### src/rtl/seg_scan.sv
// seg_scan: self-timed multi-digit 7-segment scan driver.
//
// Owns the digit refresh prescaler. Display data is double-buffered: a load
// strobe captures value/dp/blank into a pending register, and the pending data
// moves into the displayed (shadow) register only at a frame boundary. Every
// digit slot starts with a guard interval with all anodes off to avoid ghosting.
//
// Parameters:
//   NUM_DIGITS   digits scanned (1..8)
//   REFRESH_DIV  clock cycles per digit slot (>= 4)
//   GUARD        cycles at the start of each slot with all anodes off
//
// Ports:
//   i_clk          system clock
//   i_reset        synchronous active-high reset
//   i_value        packed nibbles, digit 0 = i_value[3:0] (rightmost)
//   i_dp_in        decimal point request per digit, active high
//   i_blank        force digit dark, active high
//   i_load         one-cycle strobe capturing value/dp_in/blank
//   o_seg          segments {g,f,e,d,c,b,a}, active low
//   o_dp_n         decimal point, active low
//   o_an           anode enables, active low
//   o_frame_done   one-cycle pulse when a new frame's data becomes active
//
// Build option: define SEG_SCAN_LZB_EN to enable leading-zero blanking.

module seg_scan #(
    parameter int unsigned NUM_DIGITS  = 4,
    parameter int unsigned REFRESH_DIV = 100000,
    parameter int unsigned GUARD       = 16
) (
    input  logic                      i_clk,
    input  logic                      i_reset,
    input  logic [4*NUM_DIGITS-1:0]   i_value,
    input  logic [NUM_DIGITS-1:0]     i_dp_in,
    input  logic [NUM_DIGITS-1:0]     i_blank,
    input  logic                      i_load,
    output logic [6:0]                o_seg,
    output logic                      o_dp_n,
    output logic [NUM_DIGITS-1:0]     o_an,
    output logic                      o_frame_done
);

    localparam int unsigned P_W = (REFRESH_DIV > 1) ? $clog2(REFRESH_DIV) : 1;
    localparam int unsigned I_W = (NUM_DIGITS > 1) ? $clog2(NUM_DIGITS) : 1;
    localparam int unsigned V_W = 4 * NUM_DIGITS;

    localparam logic [P_W-1:0] P_LAST  = P_W'(REFRESH_DIV - 1);
    localparam logic [P_W-1:0] P_GUARD = P_W'(GUARD);
    localparam logic [I_W-1:0] I_LAST  = I_W'(NUM_DIGITS - 1);

    // Slot phases, derived from the prescaler
    localparam logic [0:0] ST_GUARD = 1'b0;
    localparam logic [0:0] ST_DRIVE = 1'b1;

    logic [P_W-1:0]        r_presc;
    logic [I_W-1:0]        r_digit;

    logic [V_W-1:0]        r_pd_value;
    logic [NUM_DIGITS-1:0] r_pd_dp;
    logic [NUM_DIGITS-1:0] r_pd_blank;
    logic                  r_pd_valid;

    logic [V_W-1:0]        r_sh_value;
    logic [NUM_DIGITS-1:0] r_sh_dp;
    logic [NUM_DIGITS-1:0] r_sh_blank;

    logic [6:0]            r_seg;
    logic                  r_dp_n;
    logic [NUM_DIGITS-1:0] r_an;
    logic                  r_frame_done;

    logic                  w_boundary;
    logic [0:0]            w_phase;
    logic [3:0]            w_nib;
    logic                  w_dp_sel;
    logic                  w_dark;
    logic [NUM_DIGITS-1:0] w_lzb;
    logic [6:0]            w_seg;
    logic                  w_dp_n;
    logic [NUM_DIGITS-1:0] w_an;

    // Hex to active-low {g,f,e,d,c,b,a}
    function automatic logic [6:0] f_decode(input logic [3:0] nib);
        logic [6:0] s;
        case (nib)
            4'h0:    s = 7'b1000000;
            4'h1:    s = 7'b1111001;
            4'h2:    s = 7'b0100100;
            4'h3:    s = 7'b0110000;
            4'h4:    s = 7'b0011001;
            4'h5:    s = 7'b0010010;
            4'h6:    s = 7'b0000010;
            4'h7:    s = 7'b1111000;
            4'h8:    s = 7'b0000000;
            4'h9:    s = 7'b0010000;
            4'hA:    s = 7'b0001000;
            4'hB:    s = 7'b0000011;
            4'hC:    s = 7'b1000110;
            4'hD:    s = 7'b0100001;
            4'hE:    s = 7'b0000110;
            default: s = 7'b0001110;
        endcase
        return s;
    endfunction

    assign w_boundary = (r_presc == P_LAST) && (r_digit == I_LAST);

    // Prescaler and digit index
    always_ff @(posedge i_clk) begin
        if (i_reset) begin
            r_presc <= '0;
            r_digit <= '0;
        end else if (r_presc == P_LAST) begin
            r_presc <= '0;
            r_digit <= (r_digit == I_LAST) ? '0 : r_digit + I_W'(1);
        end else begin
            r_presc <= r_presc + P_W'(1);
        end
    end

    // Pending register; valid clears at every frame boundary
    always_ff @(posedge i_clk) begin
        if (i_reset) begin
            r_pd_value <= '0;
            r_pd_dp    <= '0;
            r_pd_blank <= '0;
            r_pd_valid <= 1'b0;
        end else begin
            if (i_load) begin
                r_pd_value <= i_value;
                r_pd_dp    <= i_dp_in;
                r_pd_blank <= i_blank;
            end
            if (w_boundary) begin
                r_pd_valid <= 1'b0;
            end else if (i_load) begin
                r_pd_valid <= 1'b1;
            end
        end
    end

    // Shadow register; a load on the boundary cycle bypasses the pending stage
    always_ff @(posedge i_clk) begin
        if (i_reset) begin
            r_sh_value <= '0;
            r_sh_dp    <= '0;
            r_sh_blank <= '0;
        end else if (w_boundary) begin
            if (i_load) begin
                r_sh_value <= i_value;
                r_sh_dp    <= i_dp_in;
                r_sh_blank <= i_blank;
            end else if (r_pd_valid) begin
                r_sh_value <= r_pd_value;
                r_sh_dp    <= r_pd_dp;
                r_sh_blank <= r_pd_blank;
            end
        end
    end

    // Current digit's nibble and dp from the shadow register
    always_comb begin
        w_nib    = 4'h0;
        w_dp_sel = 1'b0;
        for (int k = 0; k < int'(NUM_DIGITS); k++) begin
            if (r_digit == I_W'(k)) begin
                w_nib    = r_sh_value[4*k +: 4];
                w_dp_sel = r_sh_dp[k];
            end
        end
    end

`ifdef SEG_SCAN_LZB_EN
    // Digit k>0 goes dark while it and every higher digit is zero with no dp
    always_comb begin
        logic run;
        w_lzb = '0;
        run   = 1'b1;
        for (int k = int'(NUM_DIGITS) - 1; k >= 1; k--) begin
            run      = run & (r_sh_value[4*k +: 4] == 4'h0) & ~r_sh_dp[k];
            w_lzb[k] = run;
        end
    end
`else
    assign w_lzb = '0;
`endif

    // Slot phase, darkness and next output values
    always_comb begin
        w_phase = (r_presc >= P_GUARD) ? ST_DRIVE : ST_GUARD;
        w_dark  = 1'b0;
        for (int k = 0; k < int'(NUM_DIGITS); k++) begin
            if (r_digit == I_W'(k)) begin
                w_dark = r_sh_blank[k] | w_lzb[k];
            end
        end
        w_seg  = 7'h7F;
        w_dp_n = 1'b1;
        w_an   = '1;
        if (w_phase == ST_DRIVE && !w_dark) begin
            w_seg  = f_decode(w_nib);
            w_dp_n = ~w_dp_sel;
            for (int k = 0; k < int'(NUM_DIGITS); k++) begin
                w_an[k] = (r_digit != I_W'(k));
            end
        end
    end

    // Output registers
    always_ff @(posedge i_clk) begin
        if (i_reset) begin
            r_seg        <= 7'h7F;
            r_dp_n       <= 1'b1;
            r_an         <= '1;
            r_frame_done <= 1'b0;
        end else begin
            r_seg        <= w_seg;
            r_dp_n       <= w_dp_n;
            r_an         <= w_an;
            r_frame_done <= w_boundary;
        end
    end

    assign o_seg        = r_seg;
    assign o_dp_n       = r_dp_n;
    assign o_an         = r_an;
    assign o_frame_done = r_frame_done;

endmodule
### config.mk
export PLATFORM = sky130hd
export DESIGN_NAME = seg_scan
export DESIGN_NICKNAME = d
export VERILOG_FILES = /design/src/rtl/seg_scan.sv
export SDC_FILE = /design/constraint.sdc
export NUM_CORES = 1
export LEC_CHECK = 0
export ABC_AREA = 1
export BUFFER_PORTS_ARGS = -buffer_cell sky130_fd_sc_hd__buf_2
export CAP_MARGIN = 20
export CORE_AREA = 2 2 105 107
export CTS_BUF_LIST = sky130_fd_sc_hd__clkbuf_4
export DETAILED_ROUTE_END_ITERATION = 10
export DIE_AREA = 0 0 107 109
export PLACE_DENSITY_LB_ADDON = 0.2
export SLEW_MARGIN = 20
export SYNTH_ARGS = -nofsm -noshare
export SYNTH_HDL_FRONTEND = slang
export SYNTH_SLANG_ARGS = --single-unit
### constraint.sdc
create_clock -name i_clk -period 4.2 [get_ports i_clk]
set_input_delay 0.21 -clock i_clk [delete_from_list [all_inputs] [get_ports i_clk]]
set_output_delay 0.21 -clock i_clk [all_outputs]
set_load 0.01 [all_outputs]
* Yosys cells after proc, flatten, opt, wreduce, memory -nomap -nowiden
Memories as Yosys holds them, arrays and structs flattened. A register that Yosys moved wholly into a read port is not among the register bits.
Cells that the tools add are included.
** Word-level totals
- Register bits :: 74
- ROM bits :: 112
- Input port bits :: 27
- Output and inout port bits :: 13
- Word-level logic and storage cells :: 55
- Memories :: 1
** Memories
- (name not given) :: words 16, bits a word 7, read ports 1, clocked after memory_dff 1, wr ports 0, line 86 : case (nib)
** Cells by class
- Add/subtract/negate cells :: 2
- Order comparisons :: 1
- Equality and inequality tests :: 7
- Multiplexer cells :: 20
- Bitwise gates (word level) :: 2
- Reduce and logical (&&, ||, !) cells :: 10
** Operators by type and width (number)
- 16-bit two-way mux :: 2
- 4-bit two-way mux :: 8
- 17-bit by 1-bit adder with 17-bit output (second input constant) :: 1
- 17-bit equality test (second input constant) :: 1
- 17-bit by 5-bit greater-or-equal comparator with 1-bit output (second input constant) :: 1
- 1-bit two-way mux :: 9
- 2-bit OR reduction :: 3
- 2-bit equality test (second input constant) :: 2
- 2-bit != test (second input constant) :: 2
- 2-bit nonzero test :: 2
- 2-bit by 1-bit adder with 2-bit output (second input constant) :: 1
- 2-bit by 1-bit equality test with 1-bit output (second input constant) :: 1
- 1-bit logical AND :: 2
- 2-bit logical NOT :: 1
- 2-bit two-way mux :: 1
- 2-bit by 1-bit != test with 1-bit output (second input constant) :: 1
- 1-bit inverter :: 2
- 2-bit AND reduction :: 1
- 1-bit logical NOT :: 1

* Longest topological paths before layout
Gate-level depths: netlist of the first run.
- Depth after elaboration :: 9
- Gate-level depth with buffers :: 13
- Mapped depth without buffers :: 13

* Least setup slack after synthesis of the first run
OpenSTA, ideal clock, no wires.
- Kind :: register -> register
- Start point :: register r_digit[0]
- End point :: register r_seg[3] (netlist: o_seg[3])
- Library setup time :: 0.116 ns
- Arrival time :: 1.816 ns
- Required time :: 4.084 ns
- Slack :: 2.268 ns
- Cell stages (with the launch flop) :: 11
- Buffers on the path :: 1
- Clock period less this slack :: 1.932 ns
- Cell sequence :: dfxtp_1 > ha_1 > buf_4 > inv_2 > o21ai_0 > inv_1 > ha_1 > nand3_1 > nand3_1 > nand2_1 > nand2_1
** On the way
- Word-level cells in the longest chain between the ends :: 9
- Elaborated cells between the ends (all ways) :: 16
- Classes of those cells :: eq/ne (3); mux (8); bitwise (1); reduce/logical (4)
** RTL lines
- start: declaration :: line 57 : logic [I_W-1:0] r_digit;
- start signal: assignment :: line 116 : r_digit <= (r_digit == I_LAST) ? '0 : r_digit + I_W'(1);
- 2-bit logical NOT :: line 167, 194
- 1-bit two-way mux (4 in series) :: line 194 : if (r_digit == I_W'(k)) begin
- 1-bit logical NOT :: line 201 : if (w_phase == ST_DRIVE && !w_dark) begin
- 1-bit logical AND :: line 201
- 1-bit inverter (no source line)
- 2-bit OR reduction (no source line)
- end: declaration :: line 68 : logic [6:0] r_seg;
Several ways; a longest one is shown, not always the timed one.
A chain may end at the register's enable or synchronous reset.

* Worst setup path in the final report of the first run
Same ends and word-level chain as after synthesis.

==> results.toml, run 1 <==
[yosys]
synth.area.top_cells = "dfxtp_1 (45%), nor2_1 (10%), nand2_1 (9.9%)"
synthAdderAreaFrac_pct = 4.14
ys_types = 31
synth.most_common_cell = "nor2_1"
syn_inst = 476
synth_commonest_cells = "nor2_1 (97), nand2_1 (96), dfxtp_1 (81)"
synth_top_family_by_area = "simple AND/OR/NAND/NOR gates"
ys_seq_area_share_pct = 44.7
yosys.area_share.simple_pct = 33.0
synth.area.mux_share_pct = 6.63
syn_area_mm2 = 0.00363
synthFlopType = "dfxtp_1"
synth_compound_area_share_pct = 4.49
synth-edff-count = 0
ys_ff_latch = 81
synth-xor-area-share_pct = 0.725
synth_area_leader_cell = "dfxtp_1"
synth_top_area_share_pct = 44.7
avgSynthCellArea_um2 = 7.62
async_flop_share_pct = 0
yosys_warnings = 0
synth_fp_nets = 515

[die]
core_area_mm2 = 0.0106
die-height_um = 109
row_count = 38
die_area_mm2 = 0.0117
start_util_pct = 34.2
die_w_um = 107
ios = 40

[power_and_ir_drop]
leakage_nw = 1.72
p_switching_mw = 0.316
ir_drop_mv = 0.187
clkPwrFrac_pct = 36.8
power_frac_comb_pct = 5.4
seq_power_share_pct = 57.9
intPower_mw = 1.05
power.density_mw_per_mm2 = 336
p_sw_share_pct = 23.1

[timing]
rsz0062_at_grt = "false"
finalSetupViolCount = 0
maxSlewViolCount = 0
worstMarginPinSlew_ps = 865
hold_slack_ps = 43.3
final.setup.tns_ps = 0
fmax_mhz = 423
finalHoldViolCount = 0
finalCriticalPeriod_ps = 2360
finClkSkew_ps = 14.9
slew_headroom_pct = 42.1
timing.final.crit_share_pct = 56.2

[clocking]
post_cts_buffers = 0
clk_latency_ps = 440
cts_resized = 0
root_buffer = "clkbuf_4"
cts_buffer_depth = 2
cts_tree = "yes"
htreeDepth = 3
clock_sinks = 81
numCtsBuffers = 9
clk_pin_slew_ps = 120
hold_buffers = 0

[detailed_routing]
drt-total-wl_um = 7670
dr.pass1.iters = 4
wl_per_cell_um = 11.7
drt_iter0_markers = 87
postRouteAntennaNets = 0
num_vias = 3067
drc_errors = 0
routed_via_density = 4.68

[cells_and_area]
multi_input_area_mm2 = 0.00178
instances_no_fill = 655
nets = 548
regArea_mm2 = 0.00162
area_delta_synth_final_pct = 11.9
nFillCells = 1145
drive_gt1_share_pct = 13.2

[global_routing]
first_global_vias = 2947
grt_overflow = 0
grt_max_degree = 29
grt_first_pass_wirelength_um = 13300
grt_usage_pct = 14.5
antenna_found_initial = 0

[placement]
dp.cells = 638
numPortBuffers = 39
hpwl_um = 5560
place_congestion = 0.873

[hold_path]
hold_path.class = "in2reg"

[worst_setup_path]
critical_path_class = "reg2reg"
crit_arrival_ps = 2690
cp-start-kind = "flip-flop"
endpoint_kind = "flip-flop"
worst-path-max-fanout = 9
required_ps = 4530

[status]
status = "complete, no violations"

[flow_run]
max_cap_viol_count = 0
==> power groups by stage <==
stage | Combinational, mW | Clock, mW | Sequential, mW
2_1_floorplan | 0.0526 | 0 | 0.806
3_3_place_gp | 0.0737 | 0 | 0.807
3_5_place_dp | 0.0750 | 0 | 0.807
4_1_cts | 0.0752 | 0.520 | 0.790
5_1_grt | 0.0831 | 0.559 | 0.792
6_report | 0.0737 | 0.502 | 0.790
==> registers in the layout (all words and copies together) (netlist names) <==
| signal | flops |
|---|---|
| o_an | 4 |
| o_dp_n | 1 |
| o_frame_done | 1 |
| o_seg | 7 |
| r_digit | 2 |
| r_pd_blank | 4 |
| r_pd_dp | 4 |
| r_pd_valid | 1 |
| r_pd_value | 16 |
| r_presc | 17 |
| r_sh_blank | 4 |
| r_sh_dp | 4 |
| r_sh_value | 16 |
==> metal layers <==
metal | GRT usage, % | part of all wire, % | vias to the layer above
met4 | 6.31 | 2.2 | 0
met5 | 0 | 0 | -
li1 | - | - | 1605
met2 | 24.1 | 47 | 48
met3 | 4.00 | 3.4 | 14
met1 | 17.6 | 47 | 1400
==> metrics by stage <==
step | instance area (µm²) | worst slack [ps] | util, % | power [mW]
after floorplan | 3630 | 2270 | - | 0.859
after global placement | 3900 | 1990 | 36.8 | 0.880
after detailed placement | 3900 | 1840 | 36.8 | 0.882
after CTS | 4060 | 1810 | 38.3 | 1.39
after global routing | 4060 | 1540 | 38.3 | 1.43
final | 4060 | 1840 | 38.3 | 1.37
==> critical path, stage by stage, from the launching register on <==
cell	delay [ps]
dfxtp_1	410
ha_1	360
inv_2	170
o21ai_0	550
inv_1	180
ha_1	270
nand3_1	130
nand3_1	80
nand2_1	70
nand2_1	40
==> final timing paths <==
path	depth (start not counted)	end	slack, ps	start
worst max-delay path	9	o_seg[3]	1840	r_digit[0]
worst min-delay path	3	r_pd_blank[2]	40	i_blank[2]
worst max register to register	9	o_seg[3]	1840	r_digit[0]
worst min register to register	1	r_presc[0]	480	r_presc[0]
==> final cells by class <==
cell class / instances / area share [%]
multi-input cells: 343 / 43.8
flip-flops and latches: 81 / 40.0
repair buffers: 40 / 4.99
well taps: 140 / 4.32
inverters: 34 / 3.14
clock inverters: 7 / 2.10
clock buffers: 9 / 1.66
diodes: 1 / 0.0617
==> kinds of logic (layout without fill, tap and decap cells) <==
family	after synthesis	count (layout)
and+or+nand+nor	274	274
buffers and inverters	52	90
xor gates and xnor gates	3	3
adders and majority gates	12	12
muxes	24	24
AOI/OAI and AO/OA	30	30
other	0	1
DFF	81	81
==> placed cells by master (no fill, tap or decap), types with 4 or more instances in the layout <==
cell type	instances
nand3_1	52
mux2i_1	24
ha_1	12
nand4_1	4
dfxtp_1	81
o21ai_0	7
nor2_1	97
clkbuf_4	9
a21oi_1	17
nor3_1	8
nand2_1	96
clkinv_1	6
inv_1	29
buf_2	39
(Power assumes the default switching activity.)
==> run 2, diff against run 1 <==
--- a/config.mk
+++ b/config.mk
@@ -5,13 +5,13 @@
 export SDC_FILE = /design/constraint.sdc
 export NUM_CORES = 1
 export LEC_CHECK = 0
-export ABC_AREA = 1
+export ABC_AREA = 0
 export BUFFER_PORTS_ARGS = -buffer_cell sky130_fd_sc_hd__buf_2
 export CAP_MARGIN = 20
-export CORE_AREA = 2 2 105 107
+export CORE_AREA = 2 2 103 105
 export CTS_BUF_LIST = sky130_fd_sc_hd__clkbuf_4
 export DETAILED_ROUTE_END_ITERATION = 10
-export DIE_AREA = 0 0 107 109
+export DIE_AREA = 0 0 105 107
 export PLACE_DENSITY_LB_ADDON = 0.2
 export SLEW_MARGIN = 20
 export SYNTH_ARGS = -nofsm -noshare
==> constraint.sdc (replaced) <==
create_clock -name i_clk -period 1.9 [get_ports i_clk]
set_input_delay 0.095 -clock i_clk [delete_from_list [all_inputs] [get_ports i_clk]]
set_output_delay 0.095 -clock i_clk [all_outputs]
set_load 0.01 [all_outputs]
==> run 2 against run 1 <==
Against the previous run: the flow now finishes with violations (negative setup slack); core utilization up 8.4 points; die area down 3.7%; first-iteration DRC count up 10%; via count down 6.5%; power up 130%; flip-flop and latch count unchanged; critical endpoint is now o_seg[4]; largest cell class unchanged; largest power group unchanged; highest routed layer unchanged.
==> results.toml, run 2 <==
[clocking]
clock_sinks = 81
clk_latency_ps = 430
numCtsBuffers = 9
cts_tree = "yes"
cts_buffer_depth = 2
root_buffer = "clkbuf_4"
clk_pin_slew_ps = 120
htreeDepth = 3

[global_routing]
grt_usage_pct = 14.4
grt.busiest_layer = "met2"
gr-usage-met3_pct = 3.83
first_global_vias = 2763
met1_usage_pct = 18.4
grt_max_degree = 49
antenna_found_initial = 1
grt_overflow = 0
use_met2_pct = 23.1
grt_first_pass_wirelength_um = 13000

[die]
core_area_mm2 = 0.0101
die_w_um = 105
row_count = 37
die-height_um = 107
ios = 40
start_util_pct = 34.4
die_area_mm2 = 0.0112

[yosys]
synth.area.top_cells = "dfxtp_1 (47%), mux2i_1 (7.5%), nand2_1 (5.5%)"
avgSynthCellArea_um2 = 8.93
ys_seq_area_share_pct = 46.7
synth_top_area_share_pct = 46.7
async_flop_share_pct = 0
synth_area_leader_cell = "dfxtp_1"
synth-edff-count = 0
synth.most_common_cell = "dfxtp_1"
ys_ff_latch = 81
ys_types = 42
syn_area_mm2 = 0.00347
synth_commonest_cells = "dfxtp_1 (81), nand2_1 (51), nor2_1 (49)"
yosys_warnings = 0
synthFlopType = "dfxtp_1"
syn_inst = 389
synth_fp_nets = 428

[timing]
finClkSkew_ps = 15.2
rsz0062_at_grt = "true"
final.setup.tns_ps = -520
hold_slack_ps = 128
slew_headroom_pct = 65.7
maxSlewViolCount = 0
finalHoldViolCount = 0
fmax_mhz = 493
timing.final.crit_share_pct = 107
finalCriticalPeriod_ps = 2030
worstMarginPinSlew_ps = 514
finalSetupViolCount = 7
setup_ws_ps = -127

[cells_and_area]
area_delta_synth_final_pct = 35.7
regArea_mm2 = 0.00163
nets = 523
largestRegisters = "r_presc: 17 flops, r_pd_value: 16 flops, r_sh_value: 16 flops"
final_common_cell = "dfxtp_1"
drive_gt1_share_pct = 28.2
final_cell_mix = "dfxtp_1 (79), nand2_1 (47), nor2_1 (47)"
largest_register = "r_presc"
nFillCells = 1034
multi_input_area_mm2 = 0.00188
largest_reg_flops = 17

[worst_setup_path]
worstPathCellList = "buf_6 -> ha_4 -> buf_6 -> nand3b_1 -> a311oi_2 -> buf_4 -> buf_4 -> mux2i_1 -> o221ai_1"
endpoint_kind = "flip-flop"
crit_path_max_incr_delay_ps = 380
required_ps = 2200
worst-path-max-fanout = 8
slowest_stage = "dfxtp_4"
critical_path_class = "reg2reg"
crit_family = "buffers and inverters"
worstPathBufferInverterCount = 4
crit_arrival_ps = 2330
cp-start-kind = "flip-flop"

[hold_path]
hold_path.class = "in2reg"

[power_and_ir_drop]
ir_drop_mv = 0.425
p_total_mw = 3.19
leakage_nw = 1.84
power.density_mw_per_mm2 = 677

[flow_run]
max_cap_viol_count = 0

[detailed_routing]
routed_via_density = 4.58
num_vias = 2867
wl_per_cell_um = 12.1
dr.pass1.iters = 4
postRouteAntennaNets = 0
drc_errors = 0
drt-total-wl_um = 7580
drt_iter0_markers = 96

[status]
violations = "negative setup slack"
status = "complete, but fails checks"

[placement]
hpwl_um = 5010
place_congestion = 0.790
place_ws_ps = -257
numPortBuffers = 39
## run 2: changes by cell type after synthesis, moves of 6 or more
| cell | delta |
|---|---|
| nand2b_1 | +25 |
| xnor2_1 | +8 |
| o21ai_1 | +6 |
| o21ai_0 | +17 |
| nor2_1 | -48 |
| a21oi_1 | -8 |
| inv_1 | -18 |
| nand2_1 | -45 |
| nand3_1 | -45 |
## run 2: worst paths after layout
check             slack (ps)  startpoint         end  cells past startpoint
setup reg to reg        -130  r_digit[0]    o_seg[4]                      9
setup / recovery        -130  r_digit[0]    o_seg[4]                      9
hold reg to reg          490  r_sh_dp[1]  r_sh_dp[1]                      2
hold / removal           130     i_reset  r_presc[4]                      2
## run 2: what timing repair did
item	CTS	global route
hold buffers	24	0
hold endpoints to repair	24	0
pin swaps	10	12
setup endpoints to repair	7	8
cloned	1	0
buffers inserted	4	3
gates resized for setup	23	17
## run 2: final cells by class
type                       instances  share of cell area (%)
multi-input combinational        274                    39.9
antenna                            1                  0.0531
tap                              136                    3.61
clock buffer                       9                    1.43
inverter                          11                   0.876
clock inverter                     7                    2.49
timing repair buffer             107                    17.1
sequential                        81                    34.6
## run 2: worst reg2reg max path: stages, from the launching register on
cell	delay, ps
dfxtp_4	380
buf_6	120
ha_4	160
buf_6	120
nand3b_1	170
a311oi_2	300
buf_4	210
buf_4	130
mux2i_1	180
o221ai_1	130
## run 2: per-layer routing
layer  routed length (µm)  vias to the layer above
li1                     -                     1494
met1                 3670                     1308
met2                 3530                       52
met3                  249                       13
met4                  138                        0
met5                    0                        -
## run 2: cells by family after synthesis
group	Yosys count	share of synthesized area, %
compound gates	55	9.40
mux	28	8.14
simple gates	165	23.6
flops	81	46.7
buf+inv	34	4.39
fa+ha+maj	12	4.32
xor+xnor	14	3.53
## run 2: power breakdown
group	total, mW	leakage (nW)	switching (mW)	internal [mW]
Sequential	1.74	0.660	0.0103	1.73
Combinational	0.191	1.09	0.0846	0.107
Clock	1.26	0.0902	0.595	0.666
Total	3.19	1.84	0.690	2.50
## run 2: per-stage QoR
stage / instances / util, % / area (µm²)
2_1_floorplan: 389 / - / 3510
3_3_place_gp: 577 / 40.1 / 4050
3_5_place_dp: 577 / 40.1 / 4050
4_1_cts: 622 / 45.8 / 4620
5_1_grt: 626 / 46.7 / 4710
6_report: 626 / 46.7 / 4710
==> run 3, diff against run 2 <==
--- a/config.mk
+++ b/config.mk
@@ -6,10 +6,11 @@
 export NUM_CORES = 1
 export LEC_CHECK = 0
 export ABC_AREA = 0
+export ABC_CLOCK_PERIOD_IN_PS = 1900
 export BUFFER_PORTS_ARGS = -buffer_cell sky130_fd_sc_hd__buf_2
 export CAP_MARGIN = 20
 export CORE_AREA = 2 2 103 105
-export CTS_BUF_LIST = sky130_fd_sc_hd__clkbuf_4
+export CTS_BUF_LIST = sky130_fd_sc_hd__clkbuf_8
 export DETAILED_ROUTE_END_ITERATION = 10
 export DIE_AREA = 0 0 105 107
 export PLACE_DENSITY_LB_ADDON = 0.2
==> run 3 against run 2 <==
Against the previous run: fmax shrank 0.41%; global-route usage decreased by 0.26 points; clock-buffer cell count increased by 1; hold slack worse by 110 ps; the flow still finishes with violations (negative setup slack); largest cell class unchanged; sequential power is essentially flat; cell count is 3.8% lower.
==> results.toml, run 3 (synthesized netlist as in run 2, its figures left out) <==
[placement]
place_congestion = 0.790
dp.cells = 577
numPortBuffers = 39
place_ws_ps = -257
hpwl_um = 5010

[detailed_routing]
wl_per_cell_um = 12.3
routed_via_density = 4.60
postRouteAntennaNets = 0
drc_errors = 0
drt-total-wl_um = 7390
num_vias = 2769
drt_iter0_markers = 92
dr.pass1.iters = 4

[timing]
worstMarginPinSlew_ps = 512
finalSetupViolCount = 7
maxSlewViolCount = 0
final.setup.tns_ps = -558
fmax_mhz = 491
setup_ws_ps = -136
hold_slack_ps = 19.7
finalHoldViolCount = 0
finClkSkew_ps = 8.58
finalCriticalPeriod_ps = 2040
rsz0062_at_grt = "true"
slew_headroom_pct = 65.9
timing.final.crit_share_pct = 107

[flow_run]
max_cap_viol_count = 0

[cells_and_area]
area_delta_synth_final_pct = 29.6
drive_gt1_share_pct = 29.0
nFillCells = 1048
largest_reg_flops = 17
largest_register = "r_presc"
final_common_cell = "dfxtp_1"
instances_no_fill = 602
largestRegisters = "r_presc: 17 flops, r_pd_value: 16 flops, r_sh_value: 16 flops"
nets = 500
n_antenna_cell = 0
final_cell_mix = "dfxtp_1 (79), nand2_1 (49), nor2_1 (48)"

[global_routing]
grt_first_pass_wirelength_um = 12700
grt_overflow = 0
first_global_vias = 2704
grt_max_degree = 49
grt_usage_pct = 14.2
antenna_found_initial = 0

[status]
status = "complete, but fails checks"
violations = "negative setup slack"

[die]
ios = 40
row_count = 37
die_w_um = 105
core_area_mm2 = 0.0101
start_util_pct = 34.4
die_area_mm2 = 0.0112
die-height_um = 107

[worst_setup_path]
endpoint_kind = "flip-flop"
cp-start-kind = "flip-flop"
crit_arrival_ps = 2250
critical_path_class = "reg2reg"
worst-path-max-fanout = 8
crit_start = "r_digit[0]"
timing.rr.start = "r_digit[0]"
required_ps = 2110

[hold_path]
hold_path.class = "in2reg"
worstHoldStart = "i_value[6]"

[power_and_ir_drop]
power.density_mw_per_mm2 = 762
leakage_nw = 1.77
ir_drop_mv = 0.447
p_total_mw = 3.43

[clocking]
htreeDepth = 3
clk_pin_slew_ps = 80
root_buffer = "clkbuf_8"
clock_sinks = 81
cts_tree = "yes"
clk_latency_ps = 350
cts_buffer_depth = 2
numCtsBuffers = 9
run 3: worst paths after layout:
| path | endpoint | slack (ps) | cells after the start |
|---|---|---|---|
| hold / removal | r_pd_value[6] | 20 | 3 |
| setup / recovery | o_seg[4] | -140 | 9 |
| hold reg to reg | r_sh_blank[1] | 480 | 2 |
| setup reg to reg | o_seg[4] | -140 | 9 |
run 3: area by class of cell:
class                           instances  area (µm²)  area share, %
Clock buffer                           10         138           3.06
Multi-Input combinational cell        274        1840           40.9
Sequential cell                        81        1630           36.2
Timing Repair Buffer                   84         567           12.6
Inverter                               11        41.3          0.917
Clock inverter                          6         114           2.53
Tap cell                              136         170           3.78
run 3: what timing repair did:
item | in CTS | in global routing
setup buffers | 4 | 3
hold buffers | 0 | 1
resized for setup | 24 | 6
pin swaps | 10 | 3
gates cloned | 1 | 0
setup endpoints to repair | 7 | 8
hold endpoints to repair | 0 | 1
run 3: worst max-delay path: stages (launching register included):
cell and delay [ps]:
dfxtp_4 360, buf_6 110, ha_4 160, buf_6 120
nand3b_1 180, a311oi_2 320, buf_4 210, buf_4 130
mux2i_1 180, o221ai_1 130
run 3: metrics by stage:
step,cell area (µm²),util [%]
floorplan,3510,-
global placement,4050,40.1
detailed placement,4050,40.1
CTS,4450,44.1
global route,4500,44.6
finish,4500,44.6
run 3: report_power, final:
group | total (mW) | switching (mW) | internal, mW
sequential | 1.74 | 0.0102 | 1.73
combinational | 0.155 | 0.0793 | 0.0760
clock | 1.53 | 0.621 | 0.912
run 3: routing by layer:
metal	wire, µm	share of wire (%)	track usage [%]	up-vias
met2	3370	46	22.0	53
met1	3590	49	18.2	1258
met5	0	0	0	-
met4	167	2.3	5.71	0
li1	-	-	-	1443
met3	260	3.5	4.56	15
